[config.mk]
export PLATFORM = sky130hd
export DESIGN_NAME = if_stage
export DESIGN_NICKNAME = d
export VERILOG_FILES = /design/src/rtl/if_pkg.sv /design/src/rtl/if_sat_counter.sv /design/src/rtl/if_stage.sv
export SDC_FILE = /design/constraint.sdc
export NUM_CORES = 1
export LEC_CHECK = 0
export CAP_MARGIN = 0
export CELL_PAD_IN_SITES_DETAIL_PLACEMENT = 0
export CELL_PAD_IN_SITES_GLOBAL_PLACEMENT = 1
export CORE_MARGIN = 2
export CORE_UTILIZATION = 26
export DETAILED_ROUTE_END_ITERATION = 8
export GPL_TIMING_DRIVEN = 0
export HOLD_SLACK_MARGIN = 0.03
export PLACE_DENSITY = 0.82
export SETUP_SLACK_MARGIN = 0.5
export SYNTH_ARGS = -nofsm -noshare
export SYNTH_HDL_FRONTEND = slang
export SYNTH_SLANG_ARGS = --single-unit
[constraint.sdc]
create_clock -name clk_i -period 2.8 [get_ports clk_i]
set_input_delay 0.56 -clock clk_i [delete_from_list [all_inputs] [get_ports clk_i]]
set_output_delay 0.56 -clock clk_i [all_outputs]
set_load 0.005 [all_outputs]
[src/rtl/if_pkg.sv]
// Shared constants and fetch-state encoding for the instruction-fetch stage.
package if_pkg;

  localparam int XLEN = 32;
  localparam logic [31:0] NOP_INSTR = 32'b0;
  localparam int PC_STEP = 4;

  typedef enum logic {
    IF_IDLE = 1'b0,
    IF_RUN  = 1'b1
  } if_state_e;

endpackage

[src/rtl/if_sat_counter.sv]
// Saturating event counter: counts up on inc_i and sticks at all-ones.
module if_sat_counter #(
  parameter int CNT_W = 32
) (
  input  logic             clk_i,
  input  logic             rst_i,
  input  logic             inc_i,
  output logic [CNT_W-1:0] cnt_o
);

  logic [CNT_W-1:0] cnt_q;

  always_ff @(posedge clk_i or posedge rst_i) begin
    if (rst_i) begin
      cnt_q <= '0;
    end else if (inc_i && (cnt_q != {CNT_W{1'b1}})) begin
      cnt_q <= cnt_q + CNT_W'(1);
    end
  end

  assign cnt_o = cnt_q;

endmodule

[src/rtl/if_stage.sv]
// Instruction-fetch stage: PC register, IF/ID register, stall/flush handling.
// Define IF_PERF_CNT_EN to make stall_cnt_o/flush_cnt_o live; otherwise they are tied to 0.
module if_stage
  import if_pkg::*;
#(
  parameter int                 XLEN       = if_pkg::XLEN,
  parameter logic [XLEN-1:0]    RESET_PC   = '0,
  parameter int                 IMEM_DEPTH = 256,
  parameter int                 CNT_W      = 32
) (
  input  logic             clk_i,
  input  logic             rst_i,
  input  logic             start_i,
  input  logic             stall_i,
  input  logic             flush_i,
  input  logic [XLEN-1:0]  branch_target_i,
  input  logic [31:0]      imem_instr_i,
  output logic [XLEN-1:0]  imem_addr_o,
  output logic [XLEN-1:0]  pc_o,
  output logic [XLEN-1:0]  ifid_pc_o,
  output logic [31:0]      ifid_instr_o,
  output logic             ifid_valid_o,
  output logic [CNT_W-1:0] stall_cnt_o,
  output logic [CNT_W-1:0] flush_cnt_o
);

  localparam logic [XLEN-1:0] DEPTH_W = XLEN'(IMEM_DEPTH);

  // Pipeline control: stall_i holds everything and outranks flush_i; flush_i
  // redirects the PC and squashes IF/ID; both are sampled only while running.
  if_state_e       state_q;
  logic [XLEN-1:0] pc_q;
  logic [XLEN-1:0] ifid_pc_q;
  logic [31:0]     ifid_instr_q;
  logic            ifid_valid_q;
  logic            fetch_in_range;
  logic            unused_tgt_lsbs;

  assign fetch_in_range  = ({2'b00, pc_q[XLEN-1:2]} < DEPTH_W);
  assign unused_tgt_lsbs = ^branch_target_i[1:0];

  always_ff @(posedge clk_i or posedge rst_i) begin
    if (rst_i) begin
      state_q      <= IF_IDLE;
      pc_q         <= RESET_PC;
      ifid_pc_q    <= '0;
      ifid_instr_q <= NOP_INSTR;
      ifid_valid_q <= 1'b0;
    end else if (!start_i) begin
      state_q      <= IF_IDLE;
      ifid_pc_q    <= '0;
      ifid_instr_q <= NOP_INSTR;
      ifid_valid_q <= 1'b0;
    end else begin
      // The IDLE->RUN edge already acts as a running cycle.
      state_q <= IF_RUN;
      if (stall_i) begin
        pc_q <= pc_q;
      end else if (flush_i) begin
        pc_q         <= {branch_target_i[XLEN-1:2], 2'b00};
        ifid_pc_q    <= '0;
        ifid_instr_q <= NOP_INSTR;
        ifid_valid_q <= 1'b0;
      end else begin
        pc_q <= pc_q + XLEN'(PC_STEP);
        if (fetch_in_range) begin
          ifid_pc_q    <= pc_q;
          ifid_instr_q <= imem_instr_i;
          ifid_valid_q <= 1'b1;
        end else begin
          ifid_pc_q    <= '0;
          ifid_instr_q <= NOP_INSTR;
          ifid_valid_q <= 1'b0;
        end
      end
    end
  end

  assign imem_addr_o  = pc_q;
  assign pc_o         = pc_q;
  assign ifid_pc_o    = ifid_pc_q;
  assign ifid_instr_o = ifid_instr_q;
  assign ifid_valid_o = ifid_valid_q;

`ifdef IF_PERF_CNT_EN
  logic stall_inc;
  logic flush_inc;

  // Events only count on cycles that behave as running cycles.
  assign stall_inc = start_i & stall_i;
  assign flush_inc = start_i & flush_i & ~stall_i;

  if_sat_counter #(.CNT_W(CNT_W)) u_stall_cnt (
    .clk_i (clk_i),
    .rst_i (rst_i),
    .inc_i (stall_inc),
    .cnt_o (stall_cnt_o)
  );

  if_sat_counter #(.CNT_W(CNT_W)) u_flush_cnt (
    .clk_i (clk_i),
    .rst_i (rst_i),
    .inc_i (flush_inc),
    .cnt_o (flush_cnt_o)
  );
`else
  assign stall_cnt_o = '0;
  assign flush_cnt_o = '0;
`endif

endmodule

# After elaboration in Yosys (flattened, before gate mapping)
# Index checks and enable logic that the tools add are counted.
dict set report word_totals {
  mem_count 0
  in_bits 69
  latch_bits 0
  romBits 0
  ram_bits 0
  regBits 97
}
dict set report classes {
  n_shift 0
  n_eq_ne 1
  n_reduce_logical 1
  bitwise 1
  multipliers 0
  n_lt_le_gt_ge 1
  div 0
  n_addsub 1
  n_mux 13
}
# cell count
set ops {}
lappend ops {{$mux W32} 9}
lappend ops {{$add A32 B3 Y32 const B} 1}
lappend ops {{$lt A30 B9 Y1 const B} 1}
lappend ops {{$mux W1} 4}
lappend ops {{$ne A2 B2 Y1 const B} 1}
lappend ops {{$reduce_and A2 Y1} 1}
lappend ops {{$not A1 Y1} 1}

# Longest topological paths before layout
dict set report depth {
  depth_word 5
  depth_mapped 6
  mapped_depth_nobuf 5
}

# Least setup slack after synthesis
# No wires, ideal clock.
dict set report synth_path {
  kind {input to register}
  from {input flush_i}
  to {register pc_q[4] (netlist: imem_addr_o[4])}
  setup_slack_ns 1.069
  setup_time_ns 0.135
  path_stages 6
  arrival_time_ns 1.596
  cell_sequence {clkbuf_1 clkbuf_1 clkbuf_1 nor2_1 o21ai_0 o21ai_0}
}
dict set report synth_via {
  elab_chain_cells 1
}
# element line
set synth_lines {}
lappend synth_lines {{start, declared} if_stage.sv:15} ;# input logic flush_i,
lappend synth_lines {{$mux W32} if_stage.sv:59} ;# end else if (flush_i) begin
lappend synth_lines {{end signal, assigned} if_stage.sv:58} ;# pc_q <= pc_q;
lappend synth_lines {{end signal, assigned} if_stage.sv:60} ;# pc_q <= {branch_target_i[XLEN-1:2], 2'b00};
lappend synth_lines {{end signal, assigned} if_stage.sv:65} ;# pc_q <= pc_q + XLEN'(PC_STEP);
lappend synth_lines {{end, declared} if_stage.sv:32} ;# logic [XLEN-1:0] pc_q;
# No other way between the ends.
# A chain may end at the register's enable or synchronous reset.

# Final worst setup path
dict set report layout_path {
  from {register pc_q[2] (netlist: imem_addr_o[2])}
  to {register pc_q[20] (netlist: imem_addr_o[20])}
}
dict set report layout_via {
  elab_chain_cells 2
}
# element line
set layout_lines {}
lappend layout_lines {{$add A32 B3 Y32} if_stage.sv:65}
lappend layout_lines {{$mux W32} if_stage.sv:59}
# No other way between the ends.

==> impl_metrics.ini <==
[outcome]
run_status = completed

[cts]
clock-sinks = 94
cts.path.max_buffers = 2
clk_pin_slew_ps = 70
clock_latency_ps = 350
root_buffer = clkbuf_16
htreeDepth = 3
cts_buffers = 9
cts_setup_buffers = 0
cts_tree = yes

[detailed_routing]
ant_nets = 0
finalWirelength_um = 16400
routed.top_layer = met4
met2_length_um = 7320
num_vias = 4758
via_per_inst = 4.56
drt_pass1_iterations = 5
drtIter0Drc = 370
met3_length_um = 1430
wl_met1_um = 7300
drc = 0
wl_per_cell_um = 15.7

[global_routing]
track_usage_pct = 15.7
first_global_vias = 4511
grt_start_max_net_pins = 43
overflow = 0
grt_pass1_wl_um = 25100
antenna_found_initial = 0

[sta]
min_period_ps = 2140
fin_crit_sh_pct = 76.6
finalSetupTns_ps = 0
worst_slew_pin_slew_ps = 662
skew_ps = 6.27
holdWs_ps = 491
relSlewSlack_pct = 55.8
drv_slew = 0
hold_viol = 0
setup_viol = 0
finalWorstSetupSlack_ps = 656
max_clock_freq_mhz = 466
grt_setup_unrepaired = true

[placed_design]
portBuffers = 190
gp_congestion = 0.850
placement.cell_area_um2 = 7550
dp_hpwl_um = 12200
dp_slack_ps = -12.0

[worst_setup_path]
end_kind = flop
cp-start-kind = flop
cp.arrival_ps = 2400
critical_path_required_ps = 3050
criticalPathCategory = flop to flop
path_max_fanout = 10

[final_layout]
fillers = 1829
design_area_um2 = 7910
layout-drive-gt1-share_pct = 17.9
syn_to_final_growth_pct = 57.5
final_nets = 849
diodes = 0

[floorplanning]
io_pins = 262
initial_core_util_pct = 26.7
core-area_um2 = 18800
die_h_um = 143
std_cell_rows = 50
die_area_um2 = 20400
die_width_um = 143

[logic_synthesis]
yosysMostFrequentCell = buf_4
ys_async_sr_fraction_pct = 100
synthFlopType = dfrtp_1
synth_edf_count = 0
ys_seq_elements = 94
yosysTopAreaCell = dfrtp_1
synth_area_per_cell_um2 = 9.87
ys_warn_count = 0
syn_area_um2 = 5020
yosysSeqAreaShare_pct = 46.8
synth_top_area_share_pct = 46.8
synth_cell_types = 49
synthTopCellsByArea = dfrtp_1 47%, buf_4 15%, a22o_1 7.0%, and3_1 4.1%, o21ai_0 2.1%
synth_common_cells = 99 x buf_4, 94 x dfrtp_1, 40 x a22o_1
syn_inst = 509

[job]
drv_cap = 0

[power]
power_density_nw_per_um2 = 491
leakagePower_nw = 3.69
irDropWorstVdd_mv = 0.210

[hold_path]
hold_class = flop to flop
==> per-stage QoR <==
step / instances / utilization [%] / total power [mW]
floorplan: 576 / - / 1.98
global route: 1043 / 42.0 / 4.09
finish: 1043 / 42.0 / 3.88
CTS: 1043 / 41.9 / 3.92
detailed placement: 1028 / 40.1 / 2.47
global placement: 1026 / 39.9 / 2.45
==> what timing repair did <==
item / CTS / global route
setup endpoints to repair: 53 / 51
hold endpoints to repair: 0 / 0
hold buffers: 0 / 0
resized for setup: 4 / 6
==> cells by family (layout without fill, tap and decap cells) <==
group,Yosys count,after routing,synth area share (%)
AO/OA/AOI/OAI,121,121,17.6
adder cells (fa/ha/maj),1,1,0.249
buffers and inverters,146,353,18.6
flip-flops,94,94,46.8
multiplexers,1,1,0.199
other,1,68,0.0746
AND/OR/NAND/NOR,145,145,16.5
==> registers in the layout, indices dropped and copies added (netlist names) <==
| register | count |
|---|---|
| ifid_pc_o | 31 |
| ifid_valid_o | 1 |
| ifid_instr_o | 32 |
| imem_addr_o | 30 |
==> power breakdown <==
part | total (mW) | switching, mW | internal, mW
Combinational | 0.875 | 0.339 | 0.536
Clock | 1.44 | 0.557 | 0.880
Sequential | 1.57 | 0.148 | 1.42
Total | 3.88 | 1.04 | 2.84
==> path summary, 6_finish.rpt <==
check	start	end	slack, ps	cells after the start
worst max register to register	imem_addr_o[2]	imem_addr_o[20]	660	6
worst min register to register	ifid_valid_o	ifid_valid_o	490	1
worst max-delay path	imem_addr_o[2]	imem_addr_o[20]	660	6
max in group asynchronous	rst_i	ifid_pc_o[9]	1560	3
min in group asynchronous	rst_i	ifid_instr_o[23]	630	2
worst min-delay path	ifid_valid_o	ifid_valid_o	490	1
==> layer usage <==
| layer | track usage [%] | up-vias |
|---|---|---|
| li1 | - | 2238 |
| met1 | 22.2 | 2249 |
| met2 | 24.2 | 251 |
| met3 | 3.19 | 20 |
| met4 | 5.00 | 0 |
| met5 | 0 | - |
==> worst max-delay path, cell delays in order (launching register included) <==
cell and delay [ps]:
dfrtp_1 570, ha_1 270, nand3_1 240, nor3_4 310, buf_2 310, a211oi_1 110
nor3_1 250
==> area by class of cell <==
type / count / area, µm² / share of cell area [%]
Buffer: 136 / 902 / 11.4
Clock buffer: 9 / 225 / 2.85
Clock inverter: 6 / 119 / 1.50
Inverter: 10 / 41.3 / 0.522
Multi-Input combinational cell: 336 / 2000 / 25.3
Sequential cell: 94 / 2350 / 29.7
Tap cell: 260 / 325 / 4.11
Timing Repair Buffer: 192 / 1940 / 24.6
==> cell usage in the layout (no fill, tap or decap), drive strengths merged, types with 2 or more instances in the layout <==
cell type      synthesis  layout
nand2b                 2       2
nand4                 13      13
and4                   2       2
buf                  113     115
o2bb2ai                3       3
or4bb                  2       2
clkbuf                23      32
o21ai                 21      21
nor3                  15      15
nor4                  13      13
clkinv                 1       2
a311o                  2       2
and3                  33      33
a41o                   3       3
a22oi                  2       2
a22o                  40      40
dfrtp                 94      94
bufinv                 0       3
nand3b                 2       2
a311oi                 6       6
nand3                 18      18
and2                   3       3
or3                    3       3
nand2                 12      12
o22ai                  5       5
inv                    9      10
o311ai                 2       2
conb                   1      68
a211o                  2       2
clkdlybuf4s50          0     188
a21oi                 17      17
a32oi                  2       2
a31oi                  9       9
nor2                  24      24
No activity file was read; power rests on OpenSTA's default activity.
